$ cat src/rtl/poisson_frame_writer.sv
// Rate-encodes ROW 8-bit intensities into spike frames and streams WIDTH
// consecutive frames into the raster memory write port as one gap-free burst.
module poisson_frame_writer #(
  parameter int          ROW       = 19,
  parameter int          WIDTH     = 128,
  parameter int          LOG_WIDTH = 7,
  parameter int          IDX_W     = 5,
  parameter logic [15:0] SEED      = 16'hACE1
) (
  input  logic           clk,
  input  logic           rstn,
  input  logic           pix_valid,
  output logic           pix_ready,
  input  logic [7:0]     pix_data,
  input  logic           start,
  input  logic           clear,
  output logic           mem_we,
  output logic [ROW-1:0] mem_data,
  output logic           busy,
  output logic           done
);

  typedef enum logic [1:0] {
    S_IDLE   = 2'd0,
    S_LOADED = 2'd1,
    S_BURST  = 2'd2,
    S_DONE   = 2'd3
  } state_t;

  state_t               state_q, state_d;
  logic [IDX_W-1:0]     idx_q, idx_d;
  logic [15:0]          lfsr_q, lfsr_d;
  logic [LOG_WIDTH-1:0] k_q, k_d;
  logic [7:0]           inten_q [ROW];
  logic [7:0]           inten_d [ROW];
  logic                 mem_we_q, mem_we_d;
  logic [ROW-1:0]       mem_data_q, mem_data_d;
  logic                 busy_q, busy_d;
  logic                 done_q, done_d;
  logic [15:0]          frame_src_s;
  logic [ROW-1:0]       frame_s;

  function automatic logic [15:0] lfsr_next(input logic [15:0] v);
    return {v[14:0], v[15] ^ v[13] ^ v[12] ^ v[10]};
  endfunction

  function automatic logic [7:0] rnd_byte(input logic [15:0] v, input logic [3:0] s);
    logic [31:0] dbl;
    dbl = {v, v} >> s;
    return dbl[7:0];
  endfunction

  // Spike frame: the entry edge uses SEED directly because lfsr_q is being reloaded that cycle.
  always_comb begin
    frame_src_s = (state_q == S_BURST) ? lfsr_q : SEED;
    frame_s     = '0;
    for (int r = 0; r < ROW; r++) begin
      frame_s[r] = (rnd_byte(frame_src_s, 4'(r % 16)) < inten_q[r]);
    end
  end

  // Next-state and registered-output decode; clear overrides everything.
  always_comb begin
    state_d    = state_q;
    idx_d      = idx_q;
    lfsr_d     = lfsr_q;
    k_d        = k_q;
    inten_d    = inten_q;
    mem_we_d   = 1'b0;
    mem_data_d = '0;
    done_d     = 1'b0;
    if (clear) begin
      state_d = S_IDLE;
      idx_d   = '0;
    end else begin
      case (state_q)
        S_IDLE: begin
          if (pix_valid) begin
            for (int r = 0; r < ROW; r++) begin
              if (idx_q == IDX_W'(r)) begin
                inten_d[r] = pix_data;
              end else begin
                inten_d[r] = inten_q[r];
              end
            end
            if (idx_q == IDX_W'(ROW - 1)) begin
              state_d = S_LOADED;
              idx_d   = '0;
            end else begin
              idx_d = idx_q + IDX_W'(1);
            end
          end else begin
            idx_d = idx_q;
          end
        end
        S_LOADED: begin
          if (start) begin
            state_d    = S_BURST;
            lfsr_d     = lfsr_next(SEED);
            k_d        = '0;
            mem_we_d   = 1'b1;
            mem_data_d = frame_s;
          end else begin
            state_d = S_LOADED;
          end
        end
        S_BURST: begin
          // k_q is the index of the frame currently on mem_data; lfsr_q already leads by one step.
          if (k_q == LOG_WIDTH'(WIDTH - 1)) begin
            state_d = S_DONE;
            done_d  = 1'b1;
          end else begin
            mem_we_d   = 1'b1;
            mem_data_d = frame_s;
            lfsr_d     = lfsr_next(lfsr_q);
            k_d        = k_q + LOG_WIDTH'(1);
          end
        end
        S_DONE: begin
          state_d = S_IDLE;
          idx_d   = '0;
        end
        default: begin
          state_d = S_IDLE;
          idx_d   = '0;
        end
      endcase
    end
    busy_d = mem_we_d;
  end

  // Control and output registers with synchronous active-low reset.
  always_ff @(posedge clk) begin
    if (!rstn) begin
      state_q    <= S_IDLE;
      idx_q      <= '0;
      lfsr_q     <= SEED;
      k_q        <= '0;
      mem_we_q   <= 1'b0;
      mem_data_q <= '0;
      busy_q     <= 1'b0;
      done_q     <= 1'b0;
    end else begin
      state_q    <= state_d;
      idx_q      <= idx_d;
      lfsr_q     <= lfsr_d;
      k_q        <= k_d;
      mem_we_q   <= mem_we_d;
      mem_data_q <= mem_data_d;
      busy_q     <= busy_d;
      done_q     <= done_d;
    end
  end

  // Intensity storage; contents are only meaningful after a full load.
  always_ff @(posedge clk) begin
    inten_q <= inten_d;
  end

  assign pix_ready = (state_q == S_IDLE);
  assign mem_we    = mem_we_q;
  assign mem_data  = mem_data_q;
  assign busy      = busy_q;
  assign done      = done_q;

endmodule

$ cat config.mk
export PLATFORM = sky130hd
export DESIGN_NAME = poisson_frame_writer
export DESIGN_NICKNAME = d
export VERILOG_FILES = /design/src/rtl/poisson_frame_writer.sv
export SDC_FILE = /design/constraint.sdc
export NUM_CORES = 1
export LEC_CHECK = 0
export BUFFER_PORTS_ARGS = -buffer_cell sky130_fd_sc_hd__buf_2
export CAP_MARGIN = 20
export CORE_UTILIZATION = 64
export CTS_BUF_LIST = sky130_fd_sc_hd__clkbuf_4
export CTS_CLUSTER_SIZE = 40
export DETAILED_ROUTE_END_ITERATION = 12
export PLACE_DENSITY = 0.87
export SLEW_MARGIN = 20
export SYNTH_ARGS = -nofsm -noshare
export SYNTH_HDL_FRONTEND = slang
export SYNTH_SLANG_ARGS = --single-unit
$ cat constraint.sdc
create_clock -name clk -period 3.54 [get_ports clk]
set_input_delay 0.354 -clock clk [delete_from_list [all_inputs] [get_ports clk]]
set_output_delay 0.354 -clock clk [all_outputs]
set_load 0.01 [all_outputs]
Word-level counts from Yosys, hierarchy flattened:

Index checks and enable logic that the tools add are counted.

* flip-flop bits (word level): 203
* input bits: 13
* output and inout port bits: 23

* add/sub/neg operators: 2
* $lt $le $gt $ge: 19
* eq/ne operators: 27
* muxes and demuxes: 22
* bitwise gates (word level): 6
* reductions and logical operators: 28

Operators with widths (count)
* 8-bit less-than comparator: 19
* 4-bit AND reduction: 20
* 16-bit two-way mux: 3
* 5-bit by 4-bit equality test with 1-bit output, second input constant: 8
* 19-bit two-way mux: 2
* 19-bit case mux with 2 select lines: 1
* 16-bit case mux with 2 select lines: 1
* 5-bit by 3-bit equality test with 1-bit output, second input constant: 4
* 5-bit equality test, second input constant: 3
* 7-bit two-way mux: 2
* 7-bit case mux with 2 select lines: 1
* 5-bit by 2-bit equality test with 1-bit output, second input constant: 2
* 5-bit two-way mux: 2
* 5-bit case mux with 2 select lines: 1
* 2-bit two-way mux: 4
* 2-bit case mux with 4 select lines: 1
* 7-bit by 1-bit adder with 7-bit output, second input constant: 1
* 7-bit equality test, second input constant: 1
* 2-bit != test, second input constant: 3
* 5-bit by 1-bit adder with 5-bit output, second input constant: 1
* 5-bit by 1-bit equality test with 1-bit output, second input constant: 1
* 5-bit zero test: 1
* 2-bit equality test, second input constant: 2
* 2-bit by 1-bit != test with 1-bit output, second input constant: 2
* other kinds (11): 18

Logic depth before layout (Yosys ltp):

Gate-level depths: netlist of the first run.

* depth after elaboration: 5
* mapped depth: 12
* depth with buffers taken out: 10

Worst setup path before layout of the first run:

No wires, ideal clock.

* path type: reg2reg
* start point: register state_q[0]
* end point: register mem_data_q[2], in the netlist mem_data[2]
* setup time: 0.103 ns
* arrival time: 2.486 ns
* slack: 0.950 ns
* stages on the path, launching flop included: 12
* buffers on the path: 2
* period minus slack after synthesis: 2.590 ns
* cells stage by stage: dfxtp_1 -> inv_1 -> ha_1 -> buf_6 -> buf_6 -> nand2_1 -> inv_1 -> ha_1 -> a21boi_1 -> o221a_2 -> a311o_1 -> a2111oi_2

* longest elaborated chain between the ends: 5
* elaborated cells between the ends (all ways): 7
* classes of those cells: order compare (1); eq/ne (2); mux (4)

Ends and longest elaborated chain
* start: declaration: RTL line 30 `state_t state_q, state_d;`
* start signal: assignment: RTL line 144 `state_q <= state_d;`
* 2-bit equality test: RTL line 55, 76
* 16-bit two-way mux: RTL line 55 `frame_src_s = (state_q == S_BURST) ? lfsr_q : SEED;`
* 8-bit less-than comparator: RTL line 58 `frame_s[r] = (rnd_byte(frame_src_s, 4'(r % 16)) < inten_q[r]);`
* 19-bit two-way mux (on tied branches): RTL line 109, 97
* 19-bit case mux with 2 select lines (*): RTL line 76 `case (state_q)`
* end signal: assignment: RTL line 149 `mem_data_q <= mem_data_d;`
* end: declaration: RTL line 37 `logic [ROW-1:0] mem_data_q, mem_data_d;`

Mark *: on every way between the ends. The rest lies on a longest branch, timed or not.
A chain may end at the register's enable or synchronous reset.

Final worst setup path of the first run:

Same ends and word-level chain as after synthesis.

==> run_results.csv, run 1 <==
group,metric,value,unit
synth,synth-xor-area-share,2.058,%
routing,drc_errors,0,
worst_setup_path,crit_chain,"inv_1 > ha_2 > nand2_1 > inv_1 > ha_1 > a21boi_1 > o221a_2 > a311o_1 > a2111oi_2",
floorplanning,boundaryPins,36,
worst_setup_path,path_class,"reg2reg",
worst_setup_path,worstSetupStartpoint,"state_q[0]",
clock_network,cts-resized-gates,0,
floorplanning,core,15370,sq um
global_route,gr-total-overflow,0,
worst_setup_path,cp_num_buf_inv,2,
worst_hold_path,min-delay-start,"start",
floorplanning,die_w,128.3,um
routing,first_pass_iters,5,
sta,fmax,331.7,MHz
sta,tns,0,ns
synth,synthMuxAreaShare,0.4043,%
sta,maxSlewHeadroom,32.56,%
synth,yosysMostFrequentCell,"edfxtp_1",
worst_setup_path,crit_arrival,3.55,ns
sta,fin_crit_sh,85.15,%
pwr,ir_drop,382.2,uV
global_route,grt_max_degree,30,
synth,syn_area_per_cell,10.99,sq um
global_route,grt_pass1_vias,7553,
clock_network,cts_sinks,203,
synth,synth_compound_area_share,15.25,%
sta,fin_skew,0.02265,ns
sta,hold_viol_final,0,
pwr,power.density,412.9,nW/um^2
cells_and_area,multiInputGateArea,3978,sq um
worst_setup_path,r2r_start,"state_q[0]",
routing,avgViaCountPerCell,6.148,
clock_network,cts_hold_buffers,0,
floorplanning,rows,45,
routing,wl_per_cell,19.77,um
synth,synth_top_area_share,44.69,%
synth,synth_fa_ha_area_share,10.10,%
routing,drt_iter0_drc,917,
synth,ys_ff_latch,203,
cells_and_area,diodes,0,
worst_setup_path,worst_setup_path_start_kind,"flip-flop",
global_route,grt_pass1_wl,38880,um
cells_and_area,fin_nets,1077,
sta,setup_viol,0,
clock_network,clk_pin_slew,0.07,ns
synth,synth_seq_area_share,54.69,%
synth,synth_top_cell_by_area,"edfxtp_1",
cells_and_area,drive_above_1_share,15.21,%
floorplanning,die_area,16470,sq um
sta,fin_crit,3.014,ns
cells_and_area,num-fill-cells,1039,
sta,rsz0062_at_grt,"false",
cells_and_area,fin_cells,1250,
sta,tightest_slew,1.008,ns
worst_setup_path,endpoint_kind,"flip-flop",
synth,synth_commonest_cells,"edfxtp_1, inv_1, ha_1, nand2_1, nor2_1",
synth,syn-num-nets,1009,
synth,ys_types,75,
placed_design,post-dp-hpwl,16310,um
worst_setup_path,cp_max_fo,29,
placed_design,port_buffers,35,
synth,synth_top_family_by_area,"compound AO/OA/AOI/OAI gates",
clock_network,cts_root_buf,"clkbuf_4",
worst_setup_path,critical_path.max_stage_delay,0.57,ns
placed_design,place_inst,1154,
synth,synthTopCellsByArea,"edfxtp_1, dfxtp_1, ha_1",
clock_network,h-tree-depth,2,
synth,synthArstFlopShare,0,%
clock_network,clockBufferDepth,3,
clock_network,clk-insertion-delay-late,0.66,ns
synth,synth-edff-count,152,
clock_network,post_cts_buffers,0,
clock_network,cts_tree,"yes",
global_route,grt_usage,31.54,%
synth,syn_area,10210,sq um
worst_setup_path,cpMostUsedCell,"inv_1",
clock_network,cts_made_buffers,52,
worst_hold_path,min_path_type,"in2reg",
synth,synth-main-ff-cell,"edfxtp_1",
routing,vias,7685,
sta,slew_viol_final,0,
floorplanning,fp.dieH,128.3,um
cells_and_area,area_growth,10.27,%
sta,hold_slack,0.04803,ns
cells_and_area,seq_area,5585,sq um
routing,wl,24710,um
flow_run,drv_cap,0,
pwr,cellLeakagePower,0.004612,uW
worst_setup_path,crit_path_top_delay_cell,"ha_2",
pwr,p_total,4649,uW
routing,postRouteAntennaNets,0,
worst_setup_path,cp_top_family,"compound AO/OA/AOI/OAI gates",
synth,syn_inst,929,
global_route,antenna_found_initial,0,
placed_design,gp_congestion,0.9024,
outcome,status,"completed",
synth,synthSimpleGateAreaFrac,11.04,%
floorplanning,start_util,66.44,%
synth,ys.warnings.count,0,
worst_setup_path,required,4.07,ns
-- cells by family (layout without fill, tap and decap cells) --
family                   count (synthesis)  after routing
buffers and inverters                  162            272
flip-flops                             203            203
XOR/XNOR                                24             24
adder cells (fa/ha/maj)                 86             86
AND/OR/NAND/NOR                        224            224
AO/OA/AOI/OAI                          226            226
multiplexers                             4              4
-- path summary, 6_finish.rpt --
kind                            slack (ns)  depth (start not counted)          end
worst max-delay path                  0.53                          9  mem_data[2]
worst min-delay path                  0.05                          3    flip-flop
worst max register to register        0.53                          9  mem_data[2]
worst min register to register        0.49                          2       k_q[6]
-- placed cells by master (no fill, tap or decap), drive strengths merged, types with 19 or more instances in the layout --
master,n
edfxtp,152
inv,126
clkbuf,83
ha,67
nand2,63
nor2,59
a21oi,55
dfxtp,51
buf,50
o21ai,32
nor2b,21
maj3,19
-- registers in the layout, indices dropped and copies added (netlist names), named ones only --
signal and count:
inten_q 152, mem_data 19, lfsr_q 16, k_q 7
idx_q 5, busy 1, done 1, state_q 1
-- worst register-to-register path: stages, from the launching register on --
cell and delay, ns:
dfxtp_1 0.36, inv_1 0.12, ha_2 0.57, nand2_1 0.27
inv_1 0.22, ha_1 0.26, a21boi_1 0.13, o221a_2 0.25
a311o_1 0.34, a2111oi_2 0.38
-- layout make-up --
| type | count | share of cell area, % |
|---|---|---|
| flip-flops and latches | 203 | 49.60 |
| inverters | 126 | 4.200 |
| clock buffers | 83 | 5.533 |
| clock inverters | 13 | 0.4444 |
| well taps | 211 | 2.344 |
| repair buffers | 50 | 2.556 |
| multi-input cells | 564 | 35.32 |
-- power breakdown --
| part | internal [uW] | leakage, uW | total, uW | switching [uW] |
|---|---|---|---|---|
| Clock | 1060 | 0.000410 | 2010 | 948 |
| Combinational | 13.2 | 0.00242 | 77.1 | 63.9 |
| Sequential | 2560 | 0.00178 | 2560 | 4.06 |
| Total | 3630 | 0.00461 | 4650 | 1020 |
-- metal layers --
| layer | GRT usage, % | vias up | wire (um) |
|---|---|---|---|
| met5 | 0 | - | 0 |
| met4 | 15.29 | 0 | 813 |
| met3 | 6.511 | 71 | 2592 |
| met2 | 50.65 | 473 | 11740 |
| met1 | 41.15 | 3608 | 9566 |
| li1 | - | 3533 | - |
-- metrics by stage --
stage	utilization, %	instance area (sq um)	setup WS (ns)
after global placement	68.88	10590	0.7395
after detailed placement	68.88	10590	0.5783
after global routing	73.26	11260	0.3601
after CTS	73.26	11260	0.5400
after floorplan	-	10210	0.9505
final	73.26	11260	0.5255
No activity file was read; power rests on OpenSTA's default activity.
==> inputs of run 2 (changes only) <==
- CTS_BUF_LIST: sky130_fd_sc_hd__clkbuf_4 -> sky130_fd_sc_hd__clkbuf_8
==> run 2 against run 1 <==
Hold slack better by 0.12 ns. Non-clock buffer count is the same. Setup slack lost 0.015 ns. Flip-flop and latch count unchanged. Critical path depth unchanged. First-iteration DRC count grew 2.2%. Clock power about the same. Clock skew barely moved. Critical endpoint unchanged. Total power decreased by 0.47%. Largest power group unchanged. Final area is 0.18% lower. Sequential power hardly changed.
==> run_results.csv, run 2 (synthesized netlist as in run 1, its figures left out) <==
group,metric,value,unit
pwr,swShare,21.32,%
cells_and_area,drive_above_1_share,11.34,%
sta,setup_viol,0,
pwr,seqPwrFrac,55.5,%
clock_network,post_cts_buffers,0,
clock_network,clk-insertion-delay-late,0.53,ns
outcome,status,"completed",
routing,drt_iter0_drc,937,
floorplanning,rows,45,
worst_setup_path,rrSetupSlack,0.51,ns
placed_design,post-dp-hpwl,16310,um
floorplanning,die_w,128.3,um
cells_and_area,area_growth,10.07,%
pwr,clkPwrFrac,42.9,%
clock_network,cts_tree,"yes",
sta,maxSlewHeadroom,33.38,%
clock_network,cts_root_buf,"clkbuf_8",
worst_setup_path,worst_setup_path_start_kind,"flip-flop",
sta,setup_ws,0.5105,ns
global_route,grt_pass1_vias,7381,
worst_setup_path,crit_arrival,3.43,ns
cells_and_area,top_register,"inten_q",
worst_setup_path,cp_max_fo,29,
global_route,grt_use_met2,49.98,%
global_route,grt_pass1_wl,38740,um
worst_setup_path,path_class,"reg2reg",
floorplanning,die_area,16470,sq um
routing,avgViaCountPerCell,6.197,
cells_and_area,num-fill-cells,1024,
sta,tightest_slew,0.9956,ns
global_route,antenna_found_initial,0,
pwr,intPower,3641,uW
routing,first_pass_iters,6,
cells_and_area,diodes,0,
sta,rsz0062_at_grt,"false",
routing,postRouteAntennaNets,0,
pwr,power.density,411.6,nW/um^2
pwr,p_total,4627,uW
clock_network,cts_hold_buffers,0,
clock_network,clk_pin_slew,0.06,ns
cells_and_area,final_common_cell,"edfxtp_1",
clock_network,cts_made_buffers,34,
cells_and_area,final_cell_mix,"edfxtp_1, inv_1, ha_1",
sta,tns,0,ns
flow_run,drv_cap,0,
worst_hold_path,min_path_type,"in2reg",
worst_setup_path,endpoint_kind,"flip-flop",
global_route,gr-total-overflow,0,
floorplanning,boundaryPins,36,
pwr,switchingPower,986.6,uW
floorplanning,fp.dieH,128.3,um
routing,vias,7536,
sta,slew_viol_final,0,
placed_design,preCtsSetupSlack,0.5783,ns
pwr,ir_drop,429.2,uV
worst_setup_path,required,3.94,ns
cells_and_area,fin_nets,1059,
floorplanning,start_util,66.44,%
global_route,grt.busiest_layer,"met2",
pwr,cellLeakagePower,0.004599,uW
placed_design,port_buffers,35,
sta,fin_crit,3.030,ns
clock_network,cts_sinks,203,
global_route,grt_util_met3,7.346,%
sta,fin_crit_sh,85.58,%
placed_design,gp_congestion,0.9024,
routing,drc_errors,0,
clock_network,clockBufferDepth,3,
pwr,comb_power_share,1.7,%
global_route,grt_usage,31.48,%
cells_and_area,largest_reg_flops,152,
sta,hold_viol_final,0,
routing,wl,24820,um
sta,fin_skew,0.02300,ns
routing,wl_per_cell,20.41,um
global_route,grtUsageMet1,41.23,%
global_route,grt_max_degree,30,
clock_network,cts-resized-gates,0,
sta,fmax,330.1,MHz
clock_network,h-tree-depth,2,
floorplanning,core,15370,sq um
run 2: cell types whose count changed in the layout (fill, tap and decap cells not counted), sizes merged:
cell / before / now
clkbuf: 83 / 42
clkinv: 13 / 5
inv: 126 / 141
run 2: final timing paths:
kind | start | to | cells past startpoint
worst max-delay path | state_q[0] | mem_data[2] | 9
worst min-delay path | start | flip-flop | 3
worst max register to register | state_q[0] | mem_data[2] | 9
worst min register to register | k_q[6] | k_q[6] | 2
run 2: critical path, stage by stage (launching register included):
cell,delay (ns)
dfxtp_1,0.35
inv_1,0.12
ha_2,0.58
nand2_1,0.26
inv_1,0.22
ha_1,0.26
a21boi_1,0.13
o221a_2,0.25
a311o_1,0.34
a2111oi_2,0.37
run 2: power by group through the flow:
| stage | registers, uW | logic, uW | clock network [uW] |
|---|---|---|---|
| after global placement | 2620 | 73.2 | 0 |
| final | 2570 | 76.9 | 1980 |
| after detailed placement | 2620 | 74.9 | 0 |
| after floorplan | 2620 | 21.9 | 0 |
| after global routing | 2570 | 80.8 | 2110 |
| after CTS | 2570 | 75.6 | 2000 |
run 2: final cells by class:
| type | instances | area [sq um] | share of cell area (%) |
|---|---|---|---|
| multi-input combinational | 564 | 3978 | 35.39 |
| timing repair buffer | 50 | 287.8 | 2.560 |
| clock inverter | 20 | 75.07 | 0.6679 |
| clock buffer | 42 | 578.1 | 5.142 |
| tap | 211 | 264.0 | 2.349 |
| inverter | 126 | 473.0 | 4.207 |
| sequential | 203 | 5585 | 49.69 |
run 2: per-stage QoR:
stage / util (%) / std cells / area (sq um) / hold slack, ns
floorplan: - / 929 / 10210 / 0.4364
global placement: 68.88 / 1154 / 10590 / 0.4559
detailed placement: 68.88 / 1154 / 10590 / 0.4761
CTS: 73.13 / 1216 / 11240 / 0.1579
global route: 73.13 / 1216 / 11240 / 0.1801
finish: 73.13 / 1216 / 11240 / 0.1729
run 2: per-layer routing:
| layer | vias up | wire length [um] |
|---|---|---|
| met1 | 3563 | 9787 |
| met5 | - | 0 |
| met4 | 0 | 897 |
| met3 | 80 | 2559 |
| li1 | 3472 | - |
| met2 | 421 | 11570 |
==> inputs of run 3 (changes only) <==
- ABC_AREA: unset -> 1
- CAP_MARGIN: 20 -> unset
- CORE_UTILIZATION: 64 -> 65
- PLACE_DENSITY: 0.87 -> 0.88
==> run 3 against run 2 <==
Final area grew 3.8%. Sequential share of layout area shrank 1.8 points. Maximum frequency grew 17%. Hold slack lost 0.019 ns. Combinational power grew 10%. Critical path depth grew 2. Setup slack gained 0.44 ns. Final cell count grew 29%. Total power grew 0.76%. Count of clock-buffer cells in the layout shrank 4. Die area grew 2.9%. First-iteration DRC count grew 1.3%. Largest cell class unchanged. Largest power group unchanged. Highest routed layer unchanged.
==> run_results.csv, run 3 <==
group,metric,value,unit
outcome,status,"completed",
floorplanning,start_util,66.95,%
placed_design,gp_congestion,0.8717,
worst_setup_path,worst_setup_path_start_kind,"flip-flop",
cells_and_area,drive_above_1_share,7.994,%
pwr,cellLeakagePower,0.005771,uW
synth,ys_types,34,
pwr,intPower,3637,uW
floorplanning,rows,46,
global_route,grt_usage,32.82,%
sta,fin_skew,0.02831,ns
worst_setup_path,cp_top_family,"simple AND/OR/NAND/NOR gates",
synth,yosysMostFrequentCell,"nand2_1",
global_route,grt_use_met2,54.29,%
sta,fin_crit,2.591,ns
synth,syn_area_per_cell,8.418,sq um
pwr,clkPwrFrac,43.2,%
cells_and_area,area_growth,9.296,%
worst_setup_path,cp_num_buf_inv,3,
worst_setup_path,reg2regPathDepth,11,
floorplanning,die_area,16940,sq um
placed_design,port_buffers,35,
synth,synthSimpleGateAreaFrac,24.51,%
clock_network,clk_pin_slew,0.06,ns
global_route,gr-total-overflow,0,
routing,drt_iter0_drc,949,
cells_and_area,final_area,11670,sq um
synth,synth_fa_ha_area_share,7.854,%
global_route,grt_pass1_wl,41440,um
flow_run,drv_cap,0,
routing,drc_errors,0,
pwr,ir_drop,349.6,uV
placed_design,post-dp-hpwl,17290,um
placed_design,place_inst,1505,
global_route,antenna_found_initial,0,
placed_design,placedInstanceArea,11020,sq um
global_route,grt_max_degree,70,
cells_and_area,top_register,"inten_q",
pwr,seqPwrFrac,55.0,%
clock_network,cts_hold_buffers,0,
pwr,comb_power_share,1.8,%
worst_setup_path,crit_chain,"inv_1 > ha_2 > buf_12 > inv_1 > nor2_1 > nand2_1 > nand2_1 > nor2_1 > nand2_1 > nand3_1 > nor2_1",
sta,rsz0062_at_grt,"false",
worst_hold_path,min_to,"lfsr_q[11]",
cells_and_area,diodes,0,
sta,maxSlewHeadroom,42.60,%
pwr,swShare,21.99,%
worst_setup_path,required,4.00,ns
worst_hold_path,min_path_type,"in2reg",
routing,first_pass_iters,8,
synth,synthTopCellsByArea,"edfxtp_1, nand2_1, dfxtp_1",
routing,wl_per_cell,16.71,um
clock_network,clockBufferDepth,3,
synth,synthMuxAreaShare,0,%
sta,hold_viol_final,0,
global_route,grt_pass1_vias,8303,
worst_setup_path,endpoint_kind,"flip-flop",
synth,synth_top_cell_by_area,"edfxtp_1",
routing,postRouteAntennaNets,0,
synth,ys.warnings.count,0,
worst_setup_path,crit_arrival,3.05,ns
worst_setup_path,critical_path.max_stage_delay,0.52,ns
worst_setup_path,path_class,"reg2reg",
floorplanning,boundaryPins,36,
clock_network,clk-insertion-delay-late,0.54,ns
synth,syn_area,10670,sq um
sta,tns,0,ns
synth,synth_compound_area_share,4.771,%
sta,fin_crit_sh,73.19,%
sta,setup_viol,0,
synth,synthArstFlopShare,0,%
sta,setup_ws,0.9492,ns
synth,synth_commonest_cells,"nand2_1, inv_1, edfxtp_1, nor2_1, nand3_1",
cells_and_area,final_cell_mix,"nand2_1, inv_1, edfxtp_1",
sta,fmax,386.0,MHz
clock_network,cts_made_buffers,34,
routing,avgViaCountPerCell,5.423,
global_route,grt_util_met3,7.134,%
floorplanning,core,15940,sq um
pwr,switchingPower,1025,uW
synth,synth_top_family_by_area,"simple AND/OR/NAND/NOR gates",
synth,syn_inst,1268,
worst_hold_path,min-delay-start,"rstn",
worst_setup_path,timing.rr.end,"mem_data[15]",
clock_network,post_cts_buffers,0,
synth,ys_ff_latch,203,
pwr,power.density,399.7,nW/um^2
routing,wl,26180,um
synth,synth-main-ff-cell,"edfxtp_1",
global_route,grt.busiest_layer,"met2",
clock_network,cts_sinks,203,
synth,synth-edff-count,152,
cells_and_area,fin_nets,1405,
placed_design,preCtsSetupSlack,1.093,ns
clock_network,h-tree-depth,2,
cells_and_area,final_common_cell,"nand2_1",
worst_setup_path,crit_path_top_delay_cell,"nor2_1",
cells_and_area,fin_cells,1567,
worst_setup_path,rrSetupSlack,0.95,ns
sta,slew_viol_final,0,
worst_hold_path,whs_path_depth,2,
global_route,grtUsageMet1,40.48,%
cells_and_area,largest_reg_flops,152,
synth,synth-xor-area-share,0.1641,%
clock_network,cts_tree,"yes",
routing,vias,8498,
clock_network,cts_root_buf,"clkbuf_8",
synth,syn-num-nets,1348,
synth,synth_top_area_share,42.76,%
clock_network,cts-resized-gates,0,
worst_setup_path,cp_max_fo,69,
floorplanning,fp.dieH,130.1,um
worst_setup_path,r2r_start,"state_q[0]",
floorplanning,die_w,130.1,um
synth,synth_seq_area_share,52.33,%
sta,tightest_slew,0.8578,ns
[run 3: worst max-delay path by stage]
stage | to | slack [ns] | depth (start not counted) | start
finish | mem_data[15] | 0.95 | 11 | state_q[0]
global placement | mem_data[2] | 1.18 | 11 | state_q[0]
global route | mem_data[15] | 0.86 | 11 | state_q[0]
floorplan | mem_data[11] | 1.63 | 12 | state_q[0]
CTS | mem_data[15] | 1.05 | 11 | state_q[0]
detailed placement | mem_data[15] | 1.09 | 11 | state_q[0]
[run 3: per-stage QoR]
| stage | total power (uW) | utilization [%] | hold WS [ns] |
|---|---|---|---|
| after global placement | 2695 | 69.11 | 0.4531 |
| after detailed placement | 2697 | 69.11 | 0.4631 |
| final | 4662 | 73.18 | 0.1534 |
| after global routing | 4778 | 73.18 | 0.1445 |
| after floorplan | 2641 | - | 0.4362 |
| after CTS | 4666 | 73.18 | 0.1375 |
[run 3: worst register-to-register path, cell delays in order (launching register included)]
cell     delay (ns)
dfxtp_1        0.37
inv_1          0.13
ha_2           0.28
buf_12         0.33
inv_1          0.24
nor2_1         0.52
nand2_1        0.16
nand2_1        0.10
nor2_1         0.06
nand2_1        0.08
nand3_1        0.09
nor2_1         0.14
[run 3: cell type report]
| cell class | instances | area (sq um) |
|---|---|---|
| multi-input combinational | 788 | 3984 |
| sequential | 203 | 5585 |
| clock inverter | 24 | 125.1 |
| timing repair buffer | 36 | 195.2 |
| inverter | 262 | 983.4 |
| fill | 1106 | 4277 |
| clock buffer | 38 | 523.0 |
| tap | 216 | 270.3 |
[run 3: power groups by stage]
stage / sequential, uW / combinational (uW) / clock (uW)
final: 2570 / 84.9 / 2010
after global placement: 2610 / 79.8 / 0
after detailed placement: 2620 / 81.9 / 0
after CTS: 2570 / 82.7 / 2020
after global routing: 2560 / 89.6 / 2120
after floorplan: 2610 / 26.5 / 0
[run 3: logic make-up (layout without fill, tap and decap cells)]
logic type      Yosys count  count (layout)
fa+ha+maj                67              67
buf+inv                 277             360
compound gates           90              90
simple gates            629             629
flops                   203             203
xor+xnor                  2               2
[run 3: metal layers]
layer	routed length [um]	part of all wire [%]
met4	1195	4.6
met3	2647	10
met1	9778	37
met5	0	0
met2	12560	48
